## src/rtl/conv1d_multich_engine.sv

```systemverilog
// Multi-channel 1-D convolution engine: internal data/weight/result memories, sequential MAC datapath.
// Optional build macro CONV1D_RELU_EN clamps negative results to zero on store.
`default_nettype none

module conv1d_multich_engine #(
    parameter int DATA_WIDTH   = 8,
    parameter int ACCUM_WIDTH  = 24,
    parameter int INPUT_LEN    = 8,
    parameter int KERNEL_SIZE  = 3,
    parameter int STRIDE       = 1,
    parameter int NUM_CH       = 2,
    localparam int OUTPUT_LEN  = (INPUT_LEN - KERNEL_SIZE) / STRIDE + 1,
    localparam int NUM_WT      = NUM_CH * KERNEL_SIZE,
    localparam int NUM_RES     = NUM_CH * OUTPUT_LEN,
    localparam int DA_W        = (INPUT_LEN > 1) ? $clog2(INPUT_LEN) : 1,
    localparam int WA_W        = (NUM_WT > 1) ? $clog2(NUM_WT) : 1,
    localparam int RA_W        = (NUM_RES > 1) ? $clog2(NUM_RES) : 1
) (
    input  logic                   clk,
    input  logic                   rst_n,
    input  logic                   start,
    input  logic                   abort,
    output logic                   busy,
    output logic                   done,
    input  logic                   data_wen,
    input  logic [DA_W-1:0]        data_waddr,
    input  logic [DATA_WIDTH-1:0]  data_wdata,
    input  logic                   wt_wen,
    input  logic [WA_W-1:0]        wt_waddr,
    input  logic [DATA_WIDTH-1:0]  wt_wdata,
    input  logic [RA_W-1:0]        res_raddr,
    output logic [ACCUM_WIDTH-1:0] res_rdata
);

    localparam int CH_W = (NUM_CH > 1) ? $clog2(NUM_CH) : 1;
    localparam int O_W  = (OUTPUT_LEN > 1) ? $clog2(OUTPUT_LEN) : 1;
    localparam int K_W  = (KERNEL_SIZE > 1) ? $clog2(KERNEL_SIZE) : 1;

    localparam logic [CH_W-1:0] CH_LAST = CH_W'(NUM_CH - 1);
    localparam logic [O_W-1:0]  O_LAST  = O_W'(OUTPUT_LEN - 1);
    localparam logic [K_W-1:0]  K_LAST  = K_W'(KERNEL_SIZE - 1);

    typedef enum logic [2:0] {
        IDLE  = 3'd0,
        FETCH = 3'd1,
        WAIT  = 3'd2,
        MAC   = 3'd3,
        STORE = 3'd4,
        DONE  = 3'd5
    } state_t;

    state_t                        state;
    logic [CH_W-1:0]               ch;
    logic [O_W-1:0]                o;
    logic [K_W-1:0]                k;
    logic signed [ACCUM_WIDTH-1:0] acc;

    logic signed [DATA_WIDTH-1:0]  data_mem [INPUT_LEN];
    logic signed [DATA_WIDTH-1:0]  wt_mem   [NUM_WT];
    logic [ACCUM_WIDTH-1:0]        res_mem  [NUM_RES];

    logic signed [DATA_WIDTH-1:0]  data_q;
    logic signed [DATA_WIDTH-1:0]  wt_q;

    logic [DA_W-1:0]               data_raddr;
    logic [WA_W-1:0]               wt_raddr;
    logic [RA_W-1:0]               res_waddr;
    logic signed [2*DATA_WIDTH-1:0] product;
    logic [ACCUM_WIDTH-1:0]        store_val;

    assign data_raddr = DA_W'(int'(o) * STRIDE + int'(k));
    assign wt_raddr   = WA_W'(int'(ch) * KERNEL_SIZE + int'(k));
    assign res_waddr  = RA_W'(int'(ch) * OUTPUT_LEN + int'(o));
    assign product    = data_q * wt_q;

`ifdef CONV1D_RELU_EN
    assign store_val = acc[ACCUM_WIDTH-1] ? '0 : acc;
`else
    assign store_val = acc;
`endif

    // Host writes only land while the engine is parked in IDLE.
    always_ff @(posedge clk) begin
        if (data_wen && state == IDLE && int'(data_waddr) < INPUT_LEN)
            data_mem[data_waddr] <= data_wdata;
        if (wt_wen && state == IDLE && int'(wt_waddr) < NUM_WT)
            wt_mem[wt_waddr] <= wt_wdata;
        if (state == FETCH) begin
            data_q <= data_mem[data_raddr];
            wt_q   <= wt_mem[wt_raddr];
        end
        if (state == STORE && !abort)
            res_mem[res_waddr] <= store_val;
    end

    assign res_rdata = (int'(res_raddr) < NUM_RES) ? res_mem[res_raddr] : '0;

    always_ff @(posedge clk or negedge rst_n) begin
        if (!rst_n) begin
            state <= IDLE;
            busy  <= 1'b0;
            done  <= 1'b0;
            acc   <= '0;
            ch    <= '0;
            o     <= '0;
            k     <= '0;
        end else begin
            done <= 1'b0;
            if (abort && state != IDLE) begin
                state <= IDLE;
                busy  <= 1'b0;
            end else begin
                case (state)
                    IDLE: begin
                        if (start) begin
                            acc   <= '0;
                            ch    <= '0;
                            o     <= '0;
                            k     <= '0;
                            state <= FETCH;
                            busy  <= 1'b1;
                        end
                    end
                    FETCH: state <= WAIT;
                    WAIT:  state <= MAC;
                    MAC: begin
                        acc <= acc + ACCUM_WIDTH'(product);
                        if (k == K_LAST) begin
                            state <= STORE;
                        end else begin
                            k     <= k + K_W'(1);
                            state <= FETCH;
                        end
                    end
                    STORE: begin
                        acc <= '0;
                        k   <= '0;
                        if (o == O_LAST) begin
                            o <= '0;
                            if (ch == CH_LAST) begin
                                state <= DONE;
                                done  <= 1'b1;
                            end else begin
                                ch    <= ch + CH_W'(1);
                                state <= FETCH;
                            end
                        end else begin
                            o     <= o + O_W'(1);
                            state <= FETCH;
                        end
                    end
                    DONE: begin
                        state <= IDLE;
                        busy  <= 1'b0;
                    end
                    default: begin
                        state <= IDLE;
                        busy  <= 1'b0;
                    end
                endcase
            end
        end
    end

endmodule

`default_nettype wire

```

## config.mk

```make
export PLATFORM = sky130hd
export DESIGN_NAME = conv1d_multich_engine
export DESIGN_NICKNAME = d
export VERILOG_FILES = /design/src/rtl/conv1d_multich_engine.sv
export SDC_FILE = /design/constraint.sdc
export NUM_CORES = 1
export LEC_CHECK = 0
export ABC_AREA = 1
export BUFFER_PORTS_ARGS = -buffer_cell sky130_fd_sc_hd__buf_2
export CAP_MARGIN = 0
export CORE_MARGIN = 1.5
export CORE_UTILIZATION = 68
export DETAILED_ROUTE_END_ITERATION = 7
export PLACE_DENSITY = 0.86
export SLEW_MARGIN = 40
export SYNTH_ARGS = -nofsm -noshare
export SYNTH_HDL_FRONTEND = slang
export SYNTH_SLANG_ARGS = --single-unit
```

## constraint.sdc

```tcl
create_clock -name clk -period 13.65 [get_ports clk]
set_clock_uncertainty 0.2 [all_clocks]
set_input_delay 0 -clock clk [delete_from_list [all_inputs] [get_ports clk]]
set_output_delay 0 -clock clk [all_outputs]
set_load 0.005 [all_outputs]
```

==> results of run 1 <==
metal layers:
layer / part of all wire, % / wire (um) / up-vias
met1: 36 / 18800 / 7348
met2: 51 / 26200 / 854
met4: 4.0 / 2050 / 0
li1: - / - / 6809
met5: 0 / 0 / -
met3: 8.8 / 4560 / 160
worst max path at each step:
stage	start	endpoint	slack [ps]	cells after the start
6_report	acc[6]	acc[13]	8320	18
5_1_grt	acc[6]	acc[13]	8060	18
4_1_cts	wt_q[1]	acc[23]	8420	17
3_5_place_dp	wt_q[1]	acc[13]	8440	15
3_3_place_gp	wt_q[0]	acc[23]	8360	17
2_1_floorplan	wt_q[0]	acc[23]	8750	22
repair_timing:
item	4_1_cts	5_1_grt
resized for setup	0	0
setup buffers	0	0
hold buffers	32	0
endpoints found under the hold margin	292	0
final cells by class:
class | count | share of cell area (%)
sequential | 451 | 54.3
clock buffer | 58 | 4.93
inverter | 200 | 3.05
tap | 435 | 2.21
multi-input combinational | 1200 | 31.2
clock inverter | 24 | 0.975
timing repair buffer | 116 | 3.33
placed cells by master (no fill, tap or decap), drive strengths merged, types with 13 or more instances in the layout:
cell / count
a21oi: 40
a31oi: 23
a32o: 13
buf: 85
clkbuf: 58
clkinv: 18
dfrtp: 35
dlygate4sd3: 31
edfxtp: 416
fa: 107
ha: 59
inv: 199
nand2: 329
nand3: 71
nor2: 236
nor3: 14
o21ai: 200
o22ai: 74
cells by family after synthesis:
family / after synthesis
AOI/OAI and AO/OA: 356
xor gates and xnor gates: 8
buffers and inverters: 292
adders and majority gates: 166
and+or+nand+nor: 670
DFF: 451
sequential cells by signal, indices dropped and copies added (netlist names):
| name | count |
|---|---|
| done | 1 |
| acc | 24 |
| busy | 1 |
| state | 3 |
| data_q | 8 |
| ch | 1 |
| data_mem | 64 |
| res_mem | 288 |
| o | 3 |
| k | 2 |
| wt_q | 8 |
| wt_mem | 48 |
per-stage QoR:
step                      hold slack, ps  area (um2)
after global placement             -60.0       22800
after detailed placement           -42.1       22900
after global routing                62.7       24600
final                               53.0       24600
after CTS                           20.6       24600
after floorplan                     -496       22200
Yosys cell counts (2+ instances only):
library cell	count	area, um2
edfxtp_1	416	12500
nand2_1	325	1220
nor2_1	233	875
o21ai_0	197	986
inv_1	195	732
fa_1	107	2140
o22ai_1	74	463
nand3_1	71	355
clkbuf_1	69	259
ha_1	59	738
a21oi_1	40	200
dfrtp_1	35	876
a31oi_1	23	144
nor3_1	14	70.1
a32o_1	13	130
buf_2	12	60.1
or2_2	10	62.6
nand4_1	6	37.5
buf_1	4	15.0
buf_4	4	30.0
inv_2	4	15.0
xnor2_1	4	35.0
xor2_1	4	35.0
buf_6	3	33.8
nand2_2	3	18.8
nor2_2	2	12.5
nor4_1	2	12.5
o21ai_1	2	10.0
o21bai_1	2	15.0
critical path, cell delays in order (launching register included):
cell     delay (ps)
dfrtp_1         600
inv_1           200
fa_1            580
inv_1            60
fa_1            520
inv_1            70
fa_1            520
inv_1            50
fa_1            430
ha_1            290
ha_1            340
nand2_1         170
nor2_1           70
nor2_1          370
o21ai_0         280
nand2_1         110
nand2_1          60
o21ai_0         200
nand2_1          80
==> metrics, run 1 <==
status=complete, no violations; Critical Path RT=13880 ps; fmax=188 MHz; Area Overhead vs Synth=11.2%; height of the die=roughly 180 um; routed len/inst=20.8 um; standard-cell row count=65; Final Util=77.5%; Routed Antenna Nets=0; sum of negative setup slack=0 ps; die area=0.0337 mm2; crit path max fanout=13; GR peak layer=met2; met1 Usage GRT=39.5%; Mapped Cells=1943; first-pass GRT wire length=79900 um; largest net degree at the start of global routing=75; grt met2 use=55.2%; worst rel slew slack=45.0%; Startpoint Class=register; DR iter-0 viols=about 2000; clk slew on worst S/H paths=70 ps; warnings from Yosys=0; n_diodes=0; clk_lat worst skew=550 ps; worst-margin pin slew=824 ps; I/O Pins=58; Setup Crit Path Kind=reg2reg; Multi-input gate area=0.00770 mm2; mapped cell area=~0.022 mm2; final cell count without fillers=around 2500; clock buffer depth=3; Post-synth EDFFs=416; Core ar.=0.0318 mm2; Post-Synth XOR/XNOR Area=0.316%; Initial Util=69.7%; Syn Area/Cell=11.4 um2; Hold Path End=wt_mem[5][6]; Routed WL=between 50000 and 60000 um; r2r endpoint=acc[13]; Synth cell types=39; Finish-stage setup viols=0; max-cap violation count=0; # port buffers=57; Seq/Total Area, Yosys=60.3%; Most used DFF post-synth=edfxtp_1; Fin. Hold Viols=0; Final HPWL DP=31300 um; mux contribution to synthesized area=0%; fin crit share=39.0%; drt first pass iters=8; vias in the first global route=15212; crit path DAT=5560 ps; DRC errors left=0; Async SR Flop Fraction=under 10%; TritonCTS buffer count=44; Synth Area in Compound Gates=8.98%; reg-to-reg startpoint=acc[6]; die width=184 um; GP Congestion=a little over 0.9; syn_nets=approximately 2100; RSZ-0062 raised after global routing=no; Synth Area in Adders=13.0%; Final Net Count=2211; # fillers=1830; met3 usage=3.76%; H-tree levels=2; min cycle time layout=5330 ps; flip-flop and latch area=0.0134 mm2; pre-CTS setup slack=approximately 8400 ps; clk root buf=clkbuf_16; combinational family with the most area after synthesis=adder cells; initial antenna violation count=0; simple-gate share of the synthesized area=between 10% and 20%; CTS tree=yes; HP Class=in2reg; Worst Setup End Kind=register; R2R setup slack=8320 ps; Final WS setup=between 8000 and 9000 ps; grt ovf=0; HP Start=wt_wdata[6]; via count=15171; hold path cells=2; flops & latches, synth=451; layout cells sized above 1=under 10%; cell count after placement=2370; CTS sink cnt=451; worst reg2reg path depth=18; max-slew violation count=0; Total GRT Usage=31.3%; drt via density=a little over 6
Power of run 1 is not shown: default switching activity piles up to over one toggle a cycle in this logic, so the estimate is an artifact.
==> run 2, diff against run 1 <==
Settings changed: CORE_UTILIZATION 68 to 57, PLACE_DENSITY 0.86 to 0.77.
Clock period 13.65 ns to 4.55 ns, I/O delays scaled along.
==> run 2 against run 1 <==
Against the previous run:
- the flow now finishes with violations (setup timing)
- register-to-register slack worse by 8600 ps
- wire length is 2.2% higher
- cell area is 7.3% higher
- first-iteration DRC count is 27% lower
- die area is 19% higher
- critical path type unchanged
- flip-flop and latch count stayed put
- worst hold slack worse by 12 ps
- global-route usage is 4.8 points lower
- non-clock buffer count is 129 higher
==> metrics, run 2 (synthesis results as in run 1) <==
status=finished, violations left; violated checks=setup timing; commonest non-fill, non-tap cell in the layout=edfxtp_1; die width=200 um; Initial Util=57.6%; Final Cell Area=between 0.02 and 0.03 mm2; GP Congestion=0.915; number of flip-flops in the largest register=288; Largest regs=res_mem x288, data_mem x64, wt_mem x48; Worst Setup End Kind=register; n_diodes=0; standard-cell row count=72; min cycle time layout=4840 ps; # port buffers=57; clk slew on worst S/H paths=60 ps; Critical Path RT=4830 ps; Final Net Count=around 2300; Routed WL=52700 um; worst-margin pin slew=slightly above 800 ps; TritonCTS buffer count=44; fin crit share=106%; max-cap violation count=0; max-slew violation count=0; DRC errors left=0; Routed Antenna Nets=0; post-place instance area=0.0241 mm2; CTS sink cnt=451; # fillers=2610; most flop-heavy register=res_mem; Core ar.=between 0.03 and 0.04 mm2; Multi-input gate area=about 0.0084 mm2; Final HPWL DP=approximately 33000 um; DR iter-0 viols=1481; vias in the first global route=15659; crit path max fanout=9; grt ovf=0; largest net degree at the start of global routing=83; drt via density=5.70; initial antenna violation count=0; drt first pass iters=7; layout cells sized above 1=19.6%; I/O Pins=58; Setup Crit Path Kind=reg2reg; Startpoint Class=register; Area Overhead vs Synth=19.3%; crit path DAT=5110 ps; clk root buf=clkbuf_16; Finish-stage setup viols=14; flip-flop and latch area=0.0134 mm2; die area=0.0401 mm2; first-pass GRT wire length=82500 um; worst rel slew slack=between 40% and 50%; Final WS setup=-289 ps; via count=15366; HP Class=in2reg; clock buffer depth=3; clk_lat worst skew=590 ps; fmax=207 MHz; RSZ-0062 raised after global routing=yes; Fin. Hold Viols=0; height of the die=around 200 um; CTS tree=yes; Total GRT Usage=26.5%; H-tree levels=2; commonest non-fill, non-tap cells in the layout=edfxtp_1, nand2_1, nor2_1, o21ai_0, inv_1; routed len/inst=19.6 um
run 2: changes by cell type in the layout (fill, tap and decap cells not counted), moves of 9 or more:
cell | before | now
inv_1 | 192 | 182
nor2_1 | 220 | 202
nand2_2 | 3 | 29
buf_4 | 28 | 136
ha_4 | 0 | 28
nand2_1 | 325 | 293
nor2_2 | 15 | 27
a21oi_1 | 40 | 31
ha_1 | 58 | 30
buf_6 | 0 | 9
o21ai_0 | 197 | 185
run 2: metal layers:
layer | GRT usage, % | share of wire, % | vias up
met5 | 0 | 0 | -
met3 | 3.69 | 6.3 | 110
met4 | 8.23 | 2.9 | 0
li1 | - | - | 7085
met2 | 46.8 | 52 | 666
met1 | 34.0 | 39 | 7505
run 2: critical path, cell delays in order, from the launching register on:
cell and delay, ps:
edfxtp_1 450, nand2_4 130, clkinvlp_4 100, buf_12 150
buf_12 140, fa_1 560, inv_2 40, fa_1 510
inv_2 40, fa_2 450, fa_2 590, ha_4 210
ha_4 310, nand2_4 70, inv_1 70, nand2_2 60
nor2_2 110, nand4_1 200, nand3_1 150, nand2_1 50
nand3_1 70, nand2_1 50
run 2: area by class of cell:
class	instances	area share, %
clock inverters	26	0.786
inverters	200	2.89
flip-flops and latches	451	50.6
clock buffers	55	4.40
well taps	518	2.45
multi-input cells	1200	31.6
repair buffers	245	7.26
run 2: timing repair:
action	4_1_cts	5_1_grt
buffers inserted	5	12
endpoints found under the setup margin	15	17
gates resized for setup	38	74
hold endpoints to repair	293	0
hold buffers	39	0
pin swaps	12	51
run 2: path summary, 6_finish.rpt:
kind,startpoint,to,slack (ps),cells after the start
max in group asynchronous,rst_n,acc[4],3700,4
worst min register to register,o[0],o[0],400,1
worst min-delay path,wt_wdata[2],wt_mem[4][2],40,2
worst max register to register,data_q[7],acc[22],-290,21
worst max-delay path,data_q[7],acc[22],-290,21
min in group asynchronous,rst_n,acc[20],230,4
run 2: stage by stage:
stage          std cells  hold slack [ps]  util, %  TNS [ps]  worst slack [ps]
2_1_floorplan       1943             -496        -     -1050              -217
3_3_place_gp        2559            -47.6     62.7     -1120              -296
3_5_place_dp        2559             -207     62.7     -1970              -350
4_1_cts             2684             23.3     67.7      -628              -169
5_1_grt             2695             48.6     68.7     -4530              -423
6_report            2695             40.6     68.7     -1840              -289
Power of run 2 is left out for the same reason.
